`config.mk`:
```
export PLATFORM = sky130hd
export DESIGN_NAME = fetch_queue
export DESIGN_NICKNAME = d
export VERILOG_FILES = /design/src/rtl/fetch_queue.sv
export SDC_FILE = /design/constraint.sdc
export NUM_CORES = 1
export LEC_CHECK = 0
export CORE_MARGIN = 5
export CORE_UTILIZATION = 46
export DETAILED_ROUTE_END_ITERATION = 7
export PLACE_DENSITY = 0.73
export SKIP_CTS_REPAIR_TIMING = 1
export SYNTH_ARGS = -nofsm -noshare
export SYNTH_HDL_FRONTEND = slang
export SYNTH_SLANG_ARGS = --single-unit
export TNS_END_PERCENT = 5
```
`constraint.sdc`:
```
create_clock -name clk -period 3.85 [get_ports clk]
set_input_delay 0.77 -clock clk [delete_from_list [all_inputs] [get_ports clk]]
set_output_delay 0.77 -clock clk [all_outputs]
set_load 0.02 [all_outputs]
```
`src/rtl/fetch_queue.sv`:
```
// Dual-word instruction fetch front end.
// Every cycle it presents PC and PC+1 to the two read ports of the instruction
// memory. When the queue has room for two entries, both returned words are
// captured into a small in-order queue. The queue hands entries to decode one
// per cycle over a valid/ready handshake. A redirect flushes the queue and
// reloads the PC.
module fetch_queue #(
   parameter int         DEPTH    = 4,
   parameter logic [4:0] RESET_PC = 5'h00
) (
   input  logic                     clk,
   input  logic                     rst,
   input  logic                     fetch_en,
   input  logic                     redirect,
   input  logic [4:0]               redirect_pc,
   output logic [4:0]               dir,
   output logic [4:0]               dir2,
   input  logic [31:0]              ins,
   input  logic [31:0]              ins2,
   output logic                     out_valid,
   input  logic                     out_ready,
   output logic [31:0]              out_ins,
   output logic [4:0]               out_pc,
   output logic [$clog2(DEPTH):0]   count
);

   localparam int PW = $clog2(DEPTH);
   localparam int CW = PW + 1;

   logic [4:0]    pc;
   logic [PW-1:0] rd_ptr;
   logic [PW-1:0] wr_ptr;
   logic [PW-1:0] wr_ptr_p1;
   logic [PW-1:0] wr_ptr_p2;
   logic [PW-1:0] rd_ptr_p1;
   logic          push;
   logic          pop;

   logic [4:0]    pc_mem  [DEPTH];
   logic [31:0]   ins_mem [DEPTH];

   // DEPTH need not be a power of two, so the pointers wrap explicitly.
   function automatic logic [PW-1:0] ptr_add(input logic [PW-1:0] p, input int n);
      int s;
      s = int'(p) + n;
      if (s >= DEPTH) s = s - DEPTH;
      return PW'(s);
   endfunction

   assign wr_ptr_p1 = ptr_add(wr_ptr, 1);
   assign wr_ptr_p2 = ptr_add(wr_ptr, 2);
   assign rd_ptr_p1 = ptr_add(rd_ptr, 1);

   assign dir  = pc;
   assign dir2 = pc + 5'd1;

   // A push needs two free slots at cycle start.
   // A pop in the same cycle does not free a slot early.
   assign push = fetch_en & ~redirect & (count <= CW'(DEPTH - 2));
   assign pop  = out_valid & out_ready;

   assign out_valid = (count != '0);
   assign out_ins   = out_valid ? ins_mem[rd_ptr] : 32'd0;
   assign out_pc    = out_valid ? pc_mem[rd_ptr]  : 5'd0;

   // Queue storage; empty entries are masked at the output, so no reset needed.
   always_ff @(posedge clk) begin
      if (push) begin
         pc_mem[wr_ptr]     <= pc;
         ins_mem[wr_ptr]    <= ins;
         pc_mem[wr_ptr_p1]  <= pc + 5'd1;
         ins_mem[wr_ptr_p1] <= ins2;
      end
   end

   // PC, pointers and occupancy; redirect overrides both push and pop.
   always_ff @(posedge clk or posedge rst) begin
      if (rst) begin
         pc     <= RESET_PC;
         rd_ptr <= '0;
         wr_ptr <= '0;
         count  <= '0;
      end else if (redirect) begin
         pc     <= redirect_pc;
         rd_ptr <= '0;
         wr_ptr <= '0;
         count  <= '0;
      end else begin
         if (push) begin
            pc     <= pc + 5'd2;
            wr_ptr <= wr_ptr_p2;
         end
         if (pop) rd_ptr <= rd_ptr_p1;
         count <= count + (push ? CW'(2) : CW'(0)) - (pop ? CW'(1) : CW'(0));
      end
   end

endmodule

```
==> summary.txt, run 1 <==
Clocking
  • Root cell of the clock tree: sky130_fd_sc_hd__clkbuf_16
  • Clock Sinks: 159
  • CTS buffer count: 17
  • H-tree levels: 4
  • Clock Path Buffers: 2
  • Clock latency reported for the late side of the worst-skew pair: 420 ps
  • Clock tree from TritonCTS: done
  • Clock slew at the register clock pins of the worst setup and hold paths: 60 ps

Yosys
  • Count of yosys warnings during synthesis: 0
  • Synthesized area per cell: 15.92 um^2
  • Flops & latches, synth: 159
  • Number of enable flip-flop cells after synthesis: 148
  • Total nets after synthesis: 559
  • Number of library cell types mapped by synthesis: 36
  • Combined area of all synthesized cells: 7642 um^2
  • Count of mapped cells out of synthesis: 480
  • Async SR Flop Fraction: 6.918%
  • Post-synthesis sequential area ratio: 61.76%
  • Primary FF master, synth: sky130_fd_sc_hd__edfxtp_1

Finish
  • Non-filler instance count after layout: 771
  • Most frequent cells in the layout: sky130_fd_sc_hd__edfxtp_1 (148), sky130_fd_sc_hd__clkdlybuf4s50_1 (124), sky130_fd_sc_hd__nor2b_1 (38)
  • Fraction of the core area covered by cells at the end of the flow: 56.98%
  • Area delta synth->final: 22.77%
  • Layout net count: 617
  • # diodes: 0
  • Most common cell after layout, fill and taps aside: sky130_fd_sc_hd__edfxtp_1
  • Final std cell area, no fill: 9383 um^2
  • Share of final-layout standard cells stronger than drive strength 1: 26.50%
  • Filler instances: 1269
  • Multi-input combinational cell area: 2420 um^2
  • Reg area: 4722 um^2

Timing
  • Fin crit share: 89.85%
  • Number of max-slew violations in the final report: 0
  • Slew margin rel.: 58.22%
  • Period minus WS final: 3459 ps
  • Worst Skew: 5.961 ps
  • Endpoints failing setup: 0
  • Post-layout worst setup margin: 390.7 ps
  • RSZ-0062 raised after global routing: no
  • Worst hold-check slack: 657.4 ps
  • Top achievable clock speed: 0.2891 GHz
  • Least-Margin Pin Slew: 624.7 ps
  • Accumulated negative setup slack: 0 ps
  • Final hold viol count: 0

Global route
  • Number of antenna violations at the first check in global routing: 0
  • Pin count of the biggest net entering global routing: 29
  • Number of global-route vias before repair: 4454
  • Overflow left after global routing: 0
  • First-pass GRT wire length: 25050 um
  • Tot GR Track Use: 16.89%

Critical path
  • Arrival @ worst endpoint: 2690 ps
  • Critical Setup Path Class: reg -> out
  • Max Fanout on Critical Path: 15
  • Setup crit end kind: primary output
  • Worst setup SP type: flop
  • Critical Path RT: 3080 ps

Drt
  • Drt total wl: 16140 um
  • WL per Instance: 20.93 um
  • Post-DR vias/cell: 5.322
  • Initial detailed-routing violation count: 294
  • Total DRC errors in the routed layout: 0
  • DRT antenna net count: 0
  • Detailed-routing iteration count for the pre-antenna-repair pass: 4
  • Vias after detailed routing: 4103

Pwr
  • VDD IR max: 0.5119 mV
  • Total Power: 6.029 mW
  • Standby leakage power: 3.245 nW
  • Cell Pwr Density: 642.5 nW/um^2

Hold path
  • Class of the tightest hold or removal check: in -> async

Placement
  • Total placed instance area: 8870 um^2
  • Number of placed instances with taps included: 739
  • I/O Buffers: 124
  • Worst setup slack before clock tree synthesis: 520.9 ps
  • RePlAce Congestion: 0.8013
  • Post-DP HPWL: 10630 um

Floorplan
  • Initial Utilization: 46.41%
  • Number of rows in the core area: 47
  • Height of the die: 138.9 um
  • Ports: 125
  • Total die area: 19290 um^2
  • Die X-Extent: 138.9 um
  • Placeable core area: 16470 um^2

Flow run
  • Count of max-cap constraint violations: 0

Outcome
  • Run status: completed
==> area by class of cell <==
class                   instances  share of cell area (%)
flip-flops and latches        159                   50.33
multi-input cells             207                   25.79
repair buffers                138                   14.88
clock buffers                  20                   4.654
well taps                     220                   2.934
clock inverters                12                  0.8134
inverters                      15                  0.6001
==> path summary, 6_finish.rpt <==
kind,startpoint,endpoint,slack (ps),cells past startpoint
worst max register to register,count[0]$_DFF_PP0_,pc_mem[3][0]$_DFFE_PP_,1450,5
worst min register to register,dir[0]$_DFFE_PP0P_,pc_mem[2][0]$_DFFE_PP_,670,0
max in group asynchronous,rst,rd_ptr[0]$_DFFE_PP0P_,2850,2
worst min-delay path,rst,dir[0]$_DFFE_PP0P_,660,2
worst max-delay path,rd_ptr[0]$_DFFE_PP0P_,out_pc[3],390,4
min in group clk,dir[0]$_DFFE_PP0P_,pc_mem[2][0]$_DFFE_PP_,670,0
==> registers in the layout, summed over array words and instances, names as in the netlist <==
| signal | count |
|---|---|
| wr_ptr | 1 |
| pc_mem | 20 |
| dir | 5 |
| count | 3 |
| ins_mem | 128 |
| rd_ptr | 2 |
==> synthesized netlist by cell type (5+ instances only) <==
library cell	count	area, um^2
sky130_fd_sc_hd__buf_2	7	35.03
sky130_fd_sc_hd__buf_6	8	90.09
sky130_fd_sc_hd__clkbuf_1	81	304.0
sky130_fd_sc_hd__dfrtp_1	11	275.3
sky130_fd_sc_hd__edfxtp_1	148	4444
sky130_fd_sc_hd__ha_1	5	62.56
sky130_fd_sc_hd__inv_1	15	56.30
sky130_fd_sc_hd__mux2_1	7	78.83
sky130_fd_sc_hd__mux2_2	32	360.4
sky130_fd_sc_hd__mux2_4	27	405.4
sky130_fd_sc_hd__mux4_2	37	833.3
sky130_fd_sc_hd__nand2_1	5	18.77
sky130_fd_sc_hd__nand3_1	5	25.02
sky130_fd_sc_hd__nor2_1	7	26.28
sky130_fd_sc_hd__nor2b_1	38	237.7
sky130_fd_sc_hd__xnor2_1	9	78.83
sky130_fd_sc_hd__xor2_1	6	52.55
==> layer usage <==
metal  share of wire (%)  GRT usage, %  vias to the layer above
li1                    -             -                     1846
met1                  41         21.66                     2101
met2                  51         28.46                      145
met3                 6.4         5.103                       11
met4                0.81         4.016                        0
met5                   0             0                        -
==> power breakdown <==
part | internal (mW) | switching [mW] | total, mW
clock | 0.866 | 0.606 | 1.47
combinational | 1.16 | 1.12 | 2.29
sequential | 2.10 | 0.170 | 2.27
==> cells by family (layout without fill, tap and decap cells) <==
logic type | count (synthesis) | after routing | synth area share (%)
AO/OA/AOI/OAI | 14 | 14 | 1.424
XOR/XNOR | 15 | 15 | 1.719
adder cells (fa/ha/maj) | 5 | 5 | 0.8186
buffers and inverters | 114 | 185 | 6.647
flip-flops | 159 | 159 | 61.75
multiplexers | 103 | 103 | 21.95
AND/OR/NAND/NOR | 70 | 70 | 5.681
==> critical path: stages, from the launching register on <==
cell and delay [ps]:
sky130_fd_sc_hd__dfrtp_2 710, sky130_fd_sc_hd__buf_4 290, sky130_fd_sc_hd__mux4_2 500, sky130_fd_sc_hd__nor2b_1 190, sky130_fd_sc_hd__clkdlybuf4s50_1 570
No activity file was read; power rests on OpenSTA's default activity.
==> run 2, diff against run 1 <==
--- a/config.mk
+++ b/config.mk
@@ -8,7 +8,7 @@
 export CORE_MARGIN = 5
 export CORE_UTILIZATION = 46
 export DETAILED_ROUTE_END_ITERATION = 7
-export PLACE_DENSITY = 0.73
+export PLACE_DENSITY = 0.76
 export SKIP_CTS_REPAIR_TIMING = 1
 export SYNTH_ARGS = -nofsm -noshare
 export SYNTH_HDL_FRONTEND = slang
==> constraint.sdc (replaced) <==
create_clock -name clk -period 3.1 [get_ports clk]
set_input_delay 0.62 -clock clk [delete_from_list [all_inputs] [get_ports clk]]
set_output_delay 0.62 -clock clk [all_outputs]
set_load 0.02 [all_outputs]
==> run 2 against run 1 <==
  * Final cell count is 0.65% higher
  * Count of clock-buffer cells in the layout decreased by 1
  * Combinational power up 28%
  * Setup slack got worse by 270 ps
  * Routed wire length down 3.6%
  * Sequential power is 20% higher
  * Largest power group unchanged
  * Critical path type unchanged
==> summary.txt, run 2 (synthesis gave the netlist of run 1 again) <==
Outcome
  • Run status: completed

Floorplan
  • Die X-Extent: 138.9 um
  • Height of the die: 138.9 um
  • Total die area: 19290 um^2
  • Placeable core area: 16470 um^2
  • Ports: 125
  • Initial Utilization: 46.41%
  • Number of rows in the core area: 47

Placement
  • I/O Buffers: 124
  • Total placed instance area: 8922 um^2
  • Post-DP HPWL: 10340 um
  • RePlAce Congestion: 0.8290

Flow run
  • Count of max-cap constraint violations: 0

Timing
  • Number of max-slew violations in the final report: 0
  • Endpoints failing setup: 0
  • Top achievable clock speed: 0.3352 GHz
  • Worst Skew: 8.365 ps
  • Accumulated negative setup slack: 0 ps
  • Fin crit share: 96.23%
  • RSZ-0062 raised after global routing: no
  • Slew margin rel.: 69.65%
  • Period minus WS final: 2983 ps
  • Final hold viol count: 0
  • Least-Margin Pin Slew: 454.7 ps

Finish
  • Share of final-layout standard cells stronger than drive strength 1: 27.70%
  • # diodes: 0
  • Final std cell area, no fill: 9483 um^2
  • Multi-input combinational cell area: 2420 um^2
  • Filler instances: 1260
  • Number of flip-flops in the largest register: 128
  • Area delta synth->final: 24.08%
  • Most frequent cells in the layout: sky130_fd_sc_hd__edfxtp_1 (148), sky130_fd_sc_hd__clkdlybuf4s50_1 (124), sky130_fd_sc_hd__nor2b_1 (38)
  • Most common cell after layout, fill and taps aside: sky130_fd_sc_hd__edfxtp_1
  • Register with the highest flop count: ins_mem
  • Reg area: 4722 um^2
  • Layout net count: 624

Clocking
  • Clock latency reported for the late side of the worst-skew pair: 420 ps
  • Clock Sinks: 159
  • Clock slew at the register clock pins of the worst setup and hold paths: 60 ps
  • Root cell of the clock tree: sky130_fd_sc_hd__clkbuf_16
  • Clock Path Buffers: 2
  • Clock tree from TritonCTS: done
  • H-tree levels: 4
  • CTS buffer count: 17

Critical path
  • Arrival @ worst endpoint: 2360 ps
  • Setup crit end kind: primary output
  • Flop2flop setup slack: 1230 ps
  • Max Fanout on Critical Path: 21
  • Worst setup SP type: flop
  • Critical Setup Path Class: reg -> out
  • Critical Path RT: 2480 ps

Drt
  • Initial detailed-routing violation count: 225
  • Drt total wl: 15560 um
  • Detailed-routing iteration count for the pre-antenna-repair pass: 4
  • Post-DR vias/cell: 5.195
  • Total DRC errors in the routed layout: 0
  • Vias after detailed routing: 4031
  • DRT antenna net count: 0
  • WL per Instance: 20.06 um

Global route
  • Number of global-route vias before repair: 4397
  • First-pass GRT wire length: 24900 um
  • Overflow left after global routing: 0
  • Pin count of the biggest net entering global routing: 23
  • Tot GR Track Use: 16.91%
  • Number of antenna violations at the first check in global routing: 0

Pwr
  • Cell Pwr Density: 805.1 nW/um^2
  • Standby leakage power: 3.303 nW
  • VDD IR max: 0.5335 mV

Hold path
  • Class of the tightest hold or removal check: in -> async
==> run 2: through the flow <==
stage               setup slack (ps)  instances  util (%)  hold WS [ps]  total power [mW]
finish                         116.9        776     57.59         525.9             7.635
global route                   2.553        776     57.59         562.3             8.050
CTS                           -36.23        776     57.57         526.5             7.744
detailed placement             418.8        746     54.19         662.5             5.742
global placement               443.2        746     54.19         628.1             5.703
floorplan                      629.0        480         -         472.4             4.547
==> run 2: path summary, 6_finish.rpt <==
kind / from / to / cells past startpoint
worst max-delay path: rd_ptr[0]$_DFFE_PP0P_ / out_ins[3] / 4
worst min-delay path: rst / dir[0]$_DFFE_PP0P_ / 2
worst max register to register: count[2]$_DFF_PP0_ / ins_mem[1][8]$_DFFE_PP_ / 5
worst min register to register: dir[0]$_DFFE_PP0P_ / pc_mem[0][0]$_DFFE_PP_ / 0
max in group asynchronous: rst / rd_ptr[1]$_DFFE_PP0P_ / 2
min in group clk: dir[0]$_DFFE_PP0P_ / pc_mem[0][0]$_DFFE_PP_ / 0
==> run 2: power breakdown <==
group          switching [mW]  total (mW)  internal, mW  leakage, nW
clock                   0.748        1.98          1.24        0.274
combinational            1.46        2.92          1.46         1.54
sequential              0.124        2.73          2.61         1.49
==> run 2: worst max-delay path, stage by stage, from the launching register on <==
cell and delay, ps:
sky130_fd_sc_hd__dfrtp_2 390, sky130_fd_sc_hd__buf_6 290, sky130_fd_sc_hd__mux4_2 540, sky130_fd_sc_hd__nor2b_1 150
sky130_fd_sc_hd__clkdlybuf4s50_1 560
==> run 2: layer usage <==
layer / wire, um / track usage [%] / up-vias
met2: 7687 / 26.82 / 140
met4: 192 / 4.789 / 0
met3: 967 / 5.000 / 17
met5: 0 / 0 / -
li1: - / - / 1862
met1: 6716 / 22.92 / 2012
==> run 2: cell type report <==
class,count,share of cell area (%)
flip-flops and latches,159,49.80
clock buffers,19,4.565
clock inverters,11,1.306
well taps,220,2.903
inverters,15,0.5937
multi-input cells,207,25.52
repair buffers,145,15.32
==> run 3, diff against run 2 <==
--- a/config.mk
+++ b/config.mk
@@ -6,9 +6,9 @@
 export NUM_CORES = 1
 export LEC_CHECK = 0
 export CORE_MARGIN = 5
-export CORE_UTILIZATION = 46
+export CORE_UTILIZATION = 40
 export DETAILED_ROUTE_END_ITERATION = 7
-export PLACE_DENSITY = 0.76
+export PLACE_DENSITY = 0.68
 export SKIP_CTS_REPAIR_TIMING = 1
 export SYNTH_ARGS = -nofsm -noshare
 export SYNTH_HDL_FRONTEND = slang
==> run 3 against run 2 <==
  * Total power increased by 1.9%
  * Critical path depth unchanged
  * Routed wire length increased by 3.8%
  * Non-clock buffer count decreased by 2
  * Count of clock-buffer cells in the layout increased by 7
  * Die area increased by 14%
  * Final cell count increased by 1.8%
  * Cell area increased by 1.2%
  * Sequential power about the same
  * Global-route usage decreased by 2.2 points
  * Combinational power increased by 1%
  * Highest routed layer is now met5
==> summary.txt, run 3 (synthesis gave the netlist of run 1 again) <==
Finish
  • Fraction of the core area covered by cells at the end of the flow: 51.14%
  • Most common cell after layout, fill and taps aside: sky130_fd_sc_hd__edfxtp_1
  • Final std cell area, no fill: 9598 um^2
  • Non-filler instance count after layout: 790
  • Layout net count: 622
  • Most frequent cells in the layout: sky130_fd_sc_hd__edfxtp_1 (148), sky130_fd_sc_hd__clkdlybuf4s50_1 (116), sky130_fd_sc_hd__nor2b_1 (38)
  • Filler instances: 1535
  • # diodes: 0
  • Share of final-layout standard cells stronger than drive strength 1: 28.78%
  • Area delta synth->final: 25.59%
  • Number of flip-flops in the largest register: 128
  • Register with the highest flop count: ins_mem

Hold path
  • Class of the tightest hold or removal check: in -> async

Clocking
  • Root cell of the clock tree: sky130_fd_sc_hd__clkbuf_16
  • Clock latency reported for the late side of the worst-skew pair: 410 ps
  • Clock Sinks: 159
  • Clock tree from TritonCTS: done
  • CTS buffer count: 17
  • Clock Path Buffers: 2
  • H-tree levels: 4
  • Clock slew at the register clock pins of the worst setup and hold paths: 60 ps

Drt
  • Detailed-routing iteration count for the pre-antenna-repair pass: 4
  • WL per Instance: 20.45 um
  • Vias after detailed routing: 4055
  • Post-DR vias/cell: 5.133
  • Initial detailed-routing violation count: 188
  • Total DRC errors in the routed layout: 0
  • DRT antenna net count: 0
  • Drt total wl: 16160 um

Timing
  • Period minus WS final: 3007 ps
  • Worst hold-check slack: 510.1 ps
  • Final hold viol count: 0
  • Fin crit share: 96.99%
  • Accumulated negative setup slack: 0 ps
  • Top achievable clock speed: 0.3326 GHz
  • Post-layout worst setup margin: 93.36 ps
  • Number of max-slew violations in the final report: 0
  • Least-Margin Pin Slew: 433.7 ps
  • Slew margin rel.: 71.05%
  • Worst Skew: 13.24 ps
  • Endpoints failing setup: 0

Critical path
  • Worst setup SP type: flop
  • Critical Setup Path Class: reg -> out
  • Setup crit end kind: primary output
  • Max Fanout on Critical Path: 19
  • Arrival @ worst endpoint: 2390 ps
  • Flop2flop setup slack: 1010 ps
  • Critical Path RT: 2480 ps

Global route
  • Number of global-route vias before repair: 4347
  • Pin count of the biggest net entering global routing: 38
  • Overflow left after global routing: 0
  • Gr busiest metal: met2
  • Number of antenna violations at the first check in global routing: 1
  • Tot GR Track Use: 14.67%
  • Fraction of met3 tracks used by global routing: 4.327%
  • Met1 routing resource usage after global routing: 19.68%
  • First-pass GRT wire length: 24660 um
  • Met2 capacity usage during global routing: 23.84%

Floorplan
  • Total die area: 21970 um^2
  • Ports: 125
  • Number of rows in the core area: 50
  • Die X-Extent: 148.2 um
  • Height of the die: 148.2 um
  • Placeable core area: 18770 um^2
  • Initial Utilization: 40.72%

Pwr
  • VDD IR max: 0.4200 mV
  • Standby leakage power: 3.433 nW
  • Total Power: 7.784 mW
  • Cell Pwr Density: 811.0 nW/um^2

Placement
  • Number of placed instances with taps included: 757
  • I/O Buffers: 124
  • RePlAce Congestion: 0.7810
  • Post-DP HPWL: 10550 um
  • Total placed instance area: 8930 um^2
  • Worst setup slack before clock tree synthesis: 332.9 ps

Outcome
  • Run status: completed

Flow run
  • Count of max-cap constraint violations: 0
==> run 3: cell count changes in the layout (fill, tap and decap cells not counted), moves of 3 or more <==
cell                              change
sky130_fd_sc_hd__dlymetal6s2s_1       +8
sky130_fd_sc_hd__clkbuf_16            +5
sky130_fd_sc_hd__bufinv_16            -3
sky130_fd_sc_hd__clkinv_1             -5
sky130_fd_sc_hd__buf_4                -3
sky130_fd_sc_hd__clkinvlp_4           +4
sky130_fd_sc_hd__clkbuf_8             +3
sky130_fd_sc_hd__clkdlybuf4s50_1      -8
==> run 3: layout make-up <==
type,count,area (um^2),area share (%)
sequential,159,4723,49.21
timing repair buffer,143,1491,15.54
inverter,15,56.30,0.5866
clock inverter,6,40.04,0.4172
clock buffer,26,574.3,5.984
multi-input combinational,207,2420,25.21
tap,234,292.8,3.050
==> run 3: worst paths after layout <==
| check | cells past startpoint | endpoint | startpoint |
|---|---|---|---|
| min in group clk | 0 | pc_mem[0][1]$_DFFE_PP_ | dir[1]$_DFFE_PP0P_ |
| max in group asynchronous | 2 | dir[1]$_DFFE_PP0P_ | rst |
| worst max register to register | 4 | ins_mem[1][4]$_DFFE_PP_ | count[0]$_DFF_PP0_ |
| worst min-delay path | 2 | count[0]$_DFF_PP0_ | rst |
| worst min register to register | 0 | pc_mem[0][1]$_DFFE_PP_ | dir[1]$_DFFE_PP0P_ |
| worst max-delay path | 4 | out_pc[1] | rd_ptr[0]$_DFFE_PP0P_ |
==> run 3: report_power, final <==
group	total (mW)	switching [mW]	internal, mW
Clock	2.08	0.796	1.28
Combinational	2.96	1.48	1.48
Sequential	2.74	0.138	2.61
Total	7.78	2.41	5.37
==> run 3: critical path: stages (launching register included) <==
cell and delay [ps]:
sky130_fd_sc_hd__dfrtp_2 490, sky130_fd_sc_hd__buf_16 230, sky130_fd_sc_hd__mux4_2 530, sky130_fd_sc_hd__nor2b_1 160, sky130_fd_sc_hd__clkdlybuf4s50_1 550
==> run 3: routing by layer <==
metal | share of wire (%) | routed length (um)
met5 | 0.068 | 11
met4 | 0.60 | 97
met3 | 4.8 | 769
met2 | 49 | 7963
met1 | 45 | 7316
